[src/rtl/ps2_pkg.sv]
// Shared definitions for the PS/2 scan-code consumer: prefix/error byte
// constants and the pop/decode sequencer state type.
package ps2_pkg;

    localparam logic [7:0] PS2_EXT  = 8'hE0;
    localparam logic [7:0] PS2_BRK  = 8'hF0;
    localparam logic [7:0] PS2_ERR0 = 8'h00;
    localparam logic [7:0] PS2_ERR1 = 8'hFF;

    typedef enum logic [1:0] {
        IDLE = 2'd0,
        POP  = 2'd1,
        PROC = 2'd2
    } ps2_seq_state_t;

    // Keyboard error/overrun codes carry no key information.
    function automatic logic ps2_is_err(input logic [7:0] b);
        return (b == PS2_ERR0) || (b == PS2_ERR1);
    endfunction

endpackage

[src/rtl/ps2_key_sequencer.sv]
// Pops scan-code bytes from the PS/2 receiver FIFO and turns E0/F0-prefixed
// byte streams into make/release events, held-key state and a press counter.
module ps2_key_sequencer
    import ps2_pkg::*;
#(
    parameter int COUNT_W = 8
) (
    input  logic               clk,
    input  logic               clrn,
    input  logic               ready,
    input  logic [7:0]         data,
    input  logic               overflow,
    output logic               nextdata_n,
    output logic [7:0]         key_code,
    output logic               key_ext,
    output logic               key_down,
    output logic               press_pulse,
    output logic               release_pulse,
    output logic [COUNT_W-1:0] press_count,
    output logic               ovf_sticky
);

    ps2_seq_state_t     state_q, state_d;
    logic [7:0]         byte_q, byte_d;
    logic               nextdata_n_q, nextdata_n_d;
    logic [7:0]         key_code_q, key_code_d;
    logic               key_ext_q, key_ext_d;
    logic               key_down_q, key_down_d;
    logic               press_pulse_q, press_pulse_d;
    logic               release_pulse_q, release_pulse_d;
    logic [COUNT_W-1:0] press_count_q, press_count_d;
    logic               ovf_sticky_q, ovf_sticky_d;
    logic               ext_pend_q, ext_pend_d;
    logic               brk_pend_q, brk_pend_d;
    logic               same_key_s;

    assign same_key_s = (byte_q == key_code_q) && (ext_pend_q == key_ext_q);

    // Next-state, pop handshake and scan-code decode.
    always_comb begin
        state_d         = state_q;
        byte_d          = byte_q;
        nextdata_n_d    = 1'b1;
        key_code_d      = key_code_q;
        key_ext_d       = key_ext_q;
        key_down_d      = key_down_q;
        press_pulse_d   = 1'b0;
        release_pulse_d = 1'b0;
        press_count_d   = press_count_q;
        ovf_sticky_d    = ovf_sticky_q | overflow;
        ext_pend_d      = ext_pend_q;
        brk_pend_d      = brk_pend_q;

        case (state_q)
            IDLE: begin
                if (ready) begin
                    byte_d       = data;
                    nextdata_n_d = 1'b0;
                    state_d      = POP;
                end else begin
                    state_d = IDLE;
                end
            end
            POP: begin
                state_d = PROC;
            end
            PROC: begin
                state_d = IDLE;
                if (byte_q == PS2_EXT) begin
                    ext_pend_d = 1'b1;
                end else if (byte_q == PS2_BRK) begin
                    brk_pend_d = 1'b1;
                end else begin
                    // Error codes and key codes both terminate a prefix sequence.
                    ext_pend_d = 1'b0;
                    brk_pend_d = 1'b0;
                    if (ps2_is_err(byte_q)) begin
                        key_down_d = key_down_q;
                    end else if (brk_pend_q) begin
                        release_pulse_d = 1'b1;
                        if (same_key_s) begin
                            key_down_d = 1'b0;
                        end else begin
                            key_down_d = key_down_q;
                        end
                    end else if (!(key_down_q && same_key_s)) begin
                        key_code_d    = byte_q;
                        key_ext_d     = ext_pend_q;
                        key_down_d    = 1'b1;
                        press_pulse_d = 1'b1;
                        press_count_d = press_count_q + COUNT_W'(1);
                    end else begin
                        press_pulse_d = 1'b0;
                    end
                end
            end
            default: begin
                state_d = IDLE;
            end
        endcase
    end

    // State and output registers with synchronous active-low reset.
    always_ff @(posedge clk) begin
        if (!clrn) begin
            state_q         <= IDLE;
            byte_q          <= 8'h00;
            nextdata_n_q    <= 1'b1;
            key_code_q      <= 8'h00;
            key_ext_q       <= 1'b0;
            key_down_q      <= 1'b0;
            press_pulse_q   <= 1'b0;
            release_pulse_q <= 1'b0;
            press_count_q   <= {COUNT_W{1'b0}};
            ovf_sticky_q    <= 1'b0;
            ext_pend_q      <= 1'b0;
            brk_pend_q      <= 1'b0;
        end else begin
            state_q         <= state_d;
            byte_q          <= byte_d;
            nextdata_n_q    <= nextdata_n_d;
            key_code_q      <= key_code_d;
            key_ext_q       <= key_ext_d;
            key_down_q      <= key_down_d;
            press_pulse_q   <= press_pulse_d;
            release_pulse_q <= release_pulse_d;
            press_count_q   <= press_count_d;
            ovf_sticky_q    <= ovf_sticky_d;
            ext_pend_q      <= ext_pend_d;
            brk_pend_q      <= brk_pend_d;
        end
    end

    assign nextdata_n    = nextdata_n_q;
    assign key_code      = key_code_q;
    assign key_ext       = key_ext_q;
    assign key_down      = key_down_q;
    assign press_pulse   = press_pulse_q;
    assign release_pulse = release_pulse_q;
    assign press_count   = press_count_q;
    assign ovf_sticky    = ovf_sticky_q;

endmodule

[config.mk]
export PLATFORM = sky130hd
export DESIGN_NAME = ps2_key_sequencer
export DESIGN_NICKNAME = d
export VERILOG_FILES = /design/src/rtl/ps2_pkg.sv /design/src/rtl/ps2_key_sequencer.sv
export SDC_FILE = /design/constraint.sdc
export NUM_CORES = 1
export LEC_CHECK = 0
export CAP_MARGIN = 10
export CORE_MARGIN = 2
export CORE_UTILIZATION = 35
export CTS_CLUSTER_SIZE = 16
export DETAILED_ROUTE_END_ITERATION = 16
export HOLD_SLACK_MARGIN = 0.06
export PLACE_DENSITY = 0.71
export SYNTH_ARGS = -nofsm -noshare
export SYNTH_HDL_FRONTEND = slang
export SYNTH_SLANG_ARGS = --single-unit
export TNS_END_PERCENT = 5
[constraint.sdc]
create_clock -name clk -period 3.7 [get_ports clk]
set_clock_uncertainty 0.15 [all_clocks]
set_input_delay 0.555 -clock clk [delete_from_list [all_inputs] [get_ports clk]]
set_output_delay 0.555 -clock clk [all_outputs]
set_load 0.01 [all_outputs]
-- After elaboration in Yosys (flattened, before gate mapping)
Index checks and enable logic that the tools add are counted.
- add/sub/neg operators: 1
- eq/ne operators: 10
- multiplexer cells: 11
- bitwise operators: 8
- reduce and logical (&&, ||, !) cells: 13
- operator list (operator ; number):
    $eq 8x8->1 const B ; 3
    $reduce_and 6->1 ; 2
    $mux 1 ; 10
    $add 8x1->8 const B ; 1
    $eq 8x8->1 ; 1
    $logic_not 8->1 ; 1
    $reduce_and 2->1 ; 4
    $not 1->1 ; 7
    $reduce_or 6->1 ; 1
    $reduce_or 5->1 ; 1
    $ne 2x2->1 const B ; 2
    $pmux 2 s2 ; 1
    $eq 2x1->1 const B ; 1
    $eq 2x2->1 const B ; 1
    $logic_and 1x1->1 ; 2
    $logic_not 2->1 ; 1
    $ne 2x1->1 const B ; 1
    $eq 1x1->1 ; 1
    $logic_or 1x1->1 ; 1
    $or 1x1->1 ; 1
- register bits: 34
- bits of input ports: 12
- output and inout bits: 22
- logic and storage cells: 55

-- Longest topological paths before layout
- word-level depth: 5
- depth in mapped cells: 6
- depth with buffers taken out: 5

-- Worst setup path after synthesis
No wires, ideal clock.
- path kind: register -> register
- start: register byte_q[0]
- end: register key_down_q (netlist: key_down)
- setup time: 115 ps
- data arrival time: 1446 ps
- required time: 3435 ps
- setup slack: 1989 ps
- cell stages (with the launch flop): 6
- path buffers: 0
- clock period less this slack: 1711 ps
- cell sequence: dfxtp_1 and4_4 a31oi_2 o21ai_4 o41a_1 o21a_1
- longest elaborated chain between the ends: 5
- elaborated cells between the ends (all ways): 14
- classes of those cells: eq/ne: 6; bitwise: 3; reduce/logical: 5
- ends and longest elaborated chain (element ; line ; source):
    start: declaration ; ps2_key_sequencer.sv:24 ; logic [7:0] byte_q, byte_d;
    start signal: assignment ; ps2_key_sequencer.sv:120 ; byte_q <= byte_d;
    $eq 8x8->1 ; ps2_key_sequencer.sv:37 ; assign same_key_s = (byte_q == key_code_q) && (ext_pend_q == key_ext_q);
    $logic_and 1x1->1 ; ps2_key_sequencer.sv:37 ;
    $logic_and 1x1->1 ; ps2_key_sequencer.sv:86 ; end else if (!(key_down_q && same_key_s)) begin
    $ne 2x2->1 (no source line) ; n/a ;
    $reduce_and 6->1 (no source line) (*) ; n/a ;
    end signal: assignment ; ps2_key_sequencer.sv:124 ; key_down_q <= key_down_d;
    end: declaration ; ps2_key_sequencer.sv:28 ; logic key_down_q, key_down_d;
Every way passes the cells marked *; elsewhere a longest branch is shown, timed or not.
A chain may end at the register's enable or synchronous reset.

-- Worst setup path in the final report
- start: register byte_q[0]
- end: register key_code_q[6] (netlist: key_code[6])
- longest elaborated chain between the ends: 5
- elaborated cells between the ends (all ways): 13
- classes of those cells: eq/ne: 4; bitwise: 4; reduce/logical: 5
- ends and longest elaborated chain (element ; line ; source):
    $eq 8x8->1 ; ps2_key_sequencer.sv:37 ;
    $logic_and 1x1->1 ; ps2_key_sequencer.sv:37 ;
    $logic_and 1x1->1 ; ps2_key_sequencer.sv:86 ;
    $not 1->1 (no source line) ; n/a ;
    $reduce_and 6->1 (no source line) (*) ; n/a ;
    end signal: assignment ; ps2_key_sequencer.sv:122 ; key_code_q <= key_code_d;
    end: declaration ; ps2_key_sequencer.sv:26 ; logic [7:0] key_code_q, key_code_d;
Marks and branches as above.

==> metrics.md <==
| Metric | Value |
|---|---|
| Ports | `34` |
| Core box area | `0.00432 sq mm` |
| Wl on met1 | `1.41 mm` |
| Ys Warns | `0` |
| Root Buffer | `clkbuf_8` |
| Register share of total power | `0.537` |
| Die width | `70.7 um` |
| Clk pwr share | `0.350` |
| Design Power | `0.729 mW` |
| DR top layer | `met4` |
| Final setup viols | `0` |
| DP Wirelength | `2.10 mm` |
| Crit-path max FO | `12` |
| Startpoint Class | `register` |
| HP Class | `register to register` |
| Leak Pwr | `0.701 nW` |
| Worst R2R Path Depth | `5` |
| GR Overflow Total | `0` |
| Syn Std Cell Area | `0.00156 sq mm` |
| Peak VDD IR | `0.000192 V` |
| Row cnt | `24` |
| H-tree depth | `2` |
| Largest net degree at the start of global routing | `50` |
| WS Path Type | `register to register` |
| Commonest cells post-synth | `nand2_1, dfxtp_1, mux2i_1, xnor2_1, nor2b_1` |
| Most common cell in the netlist | `nand2_1` |
| Slew headroom | `0.534` |
| Seq/Total Area, Yosys | `0.437` |
| DR WL met2 | `1.28 mm` |
| Routed vias | `1,212` |
| Avg Cell Area, Syn | `9.45 sq um` |
| Req. time, crit path | `3.77 ns` |
| Global-route wire length before repair | `4.92 mm` |
| CTS resizes | `0` |
| Inserted Diodes | `0` |
| Dpl cells | `245` |
| Residual antenna-violating net count after detailed routing | `0` |
| Post-route core utilization | `0.466` |
| Setup TNS | `0 ns` |
| Tcrit/Tclk final | `0.552` |
| Port Buffers | `33` |
| Post-DR wirelength/cell | `11.6 um` |
| Clock latency on the worst-skew pair | `0.29 ns` |
| Die height | `70.7 um` |
| Pins Over Slew Limit | `0` |
| Internal power | `0.547 mW` |
| PwrDens | `362 mW/mm^2` |
| Slowest stage cell, crit path | `nor3_4` |
| Fin Hold WS | `0.310 ns` |
| Post-CTS Hold Fix Bufs | `0` |
| Crit path largest cell delay | `0.60 ns` |
| Setup crit end kind | `register` |
| Initial detailed-routing violation count | `62` |
| Vias per inst | `4.81` |
| Setup Fix Bufs, Post-CTS | `0` |
| Synth Instances | `165` |
| Syn nets | `178` |
| Fraction of registers with async set/reset | `0` |
| CTS tree | `built` |
| RSZ-0062 raised after global routing | `false` |
| Measured slew at the worst slew-check pin | `0.697 ns` |
| Placed Area | `0.00194 sq mm` |
| CTS clk-pin slew, worst paths | `0.07 ns` |
| Maximum clock rate | `490 MHz` |
| Worst Setup SP | `byte_q[0]` |
| Switching pwr | `0.182 mW` |
| Number of global-route vias before repair | `1,019` |
| Placer Congestion | `0.783` |
| Die area | `0.00500 sq mm` |
| Synth top area cells | `dfxtp_1, mux2i_1, nand2_1` |
| Layout Cells excl Fill | `252` |
| Max cap viols | `0` |
| Cts bufs inserted | `5` |
| Initial antenna violation count | `0` |
| FF-to-FF End | `key_code[6]` |
| Main synth FF type | `dfxtp_1` |
| Wirelength, routed | `2.92 mm` |
| TritonRoute pass-1 iters | `4` |
| Switching Share | `0.250` |
| R2r setup slk | `1.66 ns` |
| Setup ws final | `1.66 ns` |
| Final min period | `2.04 ns` |
| Synth top area share | `0.437` |
| Critical path arrival | `2.11 ns` |
| Setup crit end | `key_code[6]` |
| Share of cells above drive strength 1 | `0.0850` |
| GRT Util Overall | `0.125` |
| Yosys cell types | `30` |
| Synth Register Bits | `34` |
| EDFF count, synth | `0` |
| DP Worst Slack | `1.66 ns` |
| Met3 wirelength from detailed routing | `169 um` |
| Final Hold Viols | `0` |
| Logic pwr share | `0.114` |
| Status | `complete, no violations` |
| Final instance area | `0.00201 sq mm` |
| Reg-to-reg startpoint | `byte_q[0]` |
| Nets@finish | `213` |
| Yosys top cell by area | `dfxtp_1` |
| Initial Util | `0.361` |
| Area grow syn2layout | `29.2%` |
| Clock Path Buffers | `2` |
| Total clock sinks | `34` |
| Worst-path cell chain | `and4_4 -> a31oi_2 -> o21ai_4 -> nor3_4 -> mux2i_1` |
| Drc violations | `0` |
[kinds of logic (layout without fill, tap and decap cells)]
group | after synthesis | in the layout | synth area share
compound gates | 9 | 9 | 0.0514
xor+xnor | 9 | 9 | 0.0506
fa+ha+maj | 1 | 1 | 0.00802
buf+inv | 10 | 45 | 0.0289
flops | 34 | 34 | 0.437
mux | 24 | 24 | 0.154
simple gates | 78 | 78 | 0.270
[power groups by stage]
stage	sequential, mW	clock, mW	combinational [mW]
after detailed placement	0.400	0	0.0841
after floorplan	0.397	0	0.0550
after CTS	0.391	0.265	0.0843
after global routing	0.393	0.280	0.0916
after global placement	0.399	0	0.0831
final	0.391	0.255	0.0829
[sequential cells by signal, summed over array words and instances, names as in the netlist]
name,flops
byte_q,8
ovf_sticky,1
state_q,2
key_ext,1
press_count,8
release_pulse,1
nextdata_n,1
ext_pend_q,1
key_down,1
press_pulse,1
brk_pend_q,1
key_code,8
[worst min path at each step]
stage	startpoint	endpoint	slack [ns]	cells past startpoint
final	ovf_sticky	ovf_sticky	0.31	1
after CTS	ovf_sticky	ovf_sticky	0.31	1
after floorplan	ext_pend_q	key_ext	0.31	2
after global routing	ovf_sticky	ovf_sticky	0.33	1
after global placement	ovf_sticky	ovf_sticky	0.29	1
after detailed placement	ovf_sticky	ovf_sticky	0.30	1
[layer usage]
| metal | up-vias | track usage |
|---|---|---|
| li1 | 630 | - |
| met1 | 548 | 0.168 |
| met2 | 28 | 0.180 |
| met3 | 6 | 0.0456 |
| met4 | 0 | 0.0566 |
| met5 | - | 0 |
[area by class of cell]
class	instances	area (sq um)
Sequential cell	34	681
Multi-Input combinational cell	121	833
Inverter	3	11.3
Timing Repair Buffer	35	345
Clock inverter	2	10.0
Clock buffer	5	68.8
Fill cell	449	2310
Tap cell	52	65.1
[cell usage in the layout (no fill, tap or decap), types with 4 or more instances in the layout]
| cell type | synthesis | layout |
|---|---|---|
| nor2b_1 | 8 | 8 |
| nand2b_1 | 7 | 7 |
| dfxtp_1 | 34 | 34 |
| clkdlybuf4s50_1 | 0 | 33 |
| clkbuf_8 | 0 | 5 |
| nand2_1 | 35 | 35 |
| nor2_1 | 5 | 5 |
| nand3_1 | 4 | 4 |
| nor4_1 | 6 | 6 |
| xnor2_1 | 9 | 9 |
| mux2i_1 | 24 | 24 |
[worst max-delay path, delay by kind of cell (launching register included)]
family / cells / cell delay, ns
DFF: 1 / 0.37
and+or+nand+nor: 2 / 0.82
AOI/OAI and AO/OA: 2 / 0.38
muxes: 1 / 0.25
Note: power is estimated with default switching activity, not from simulation.
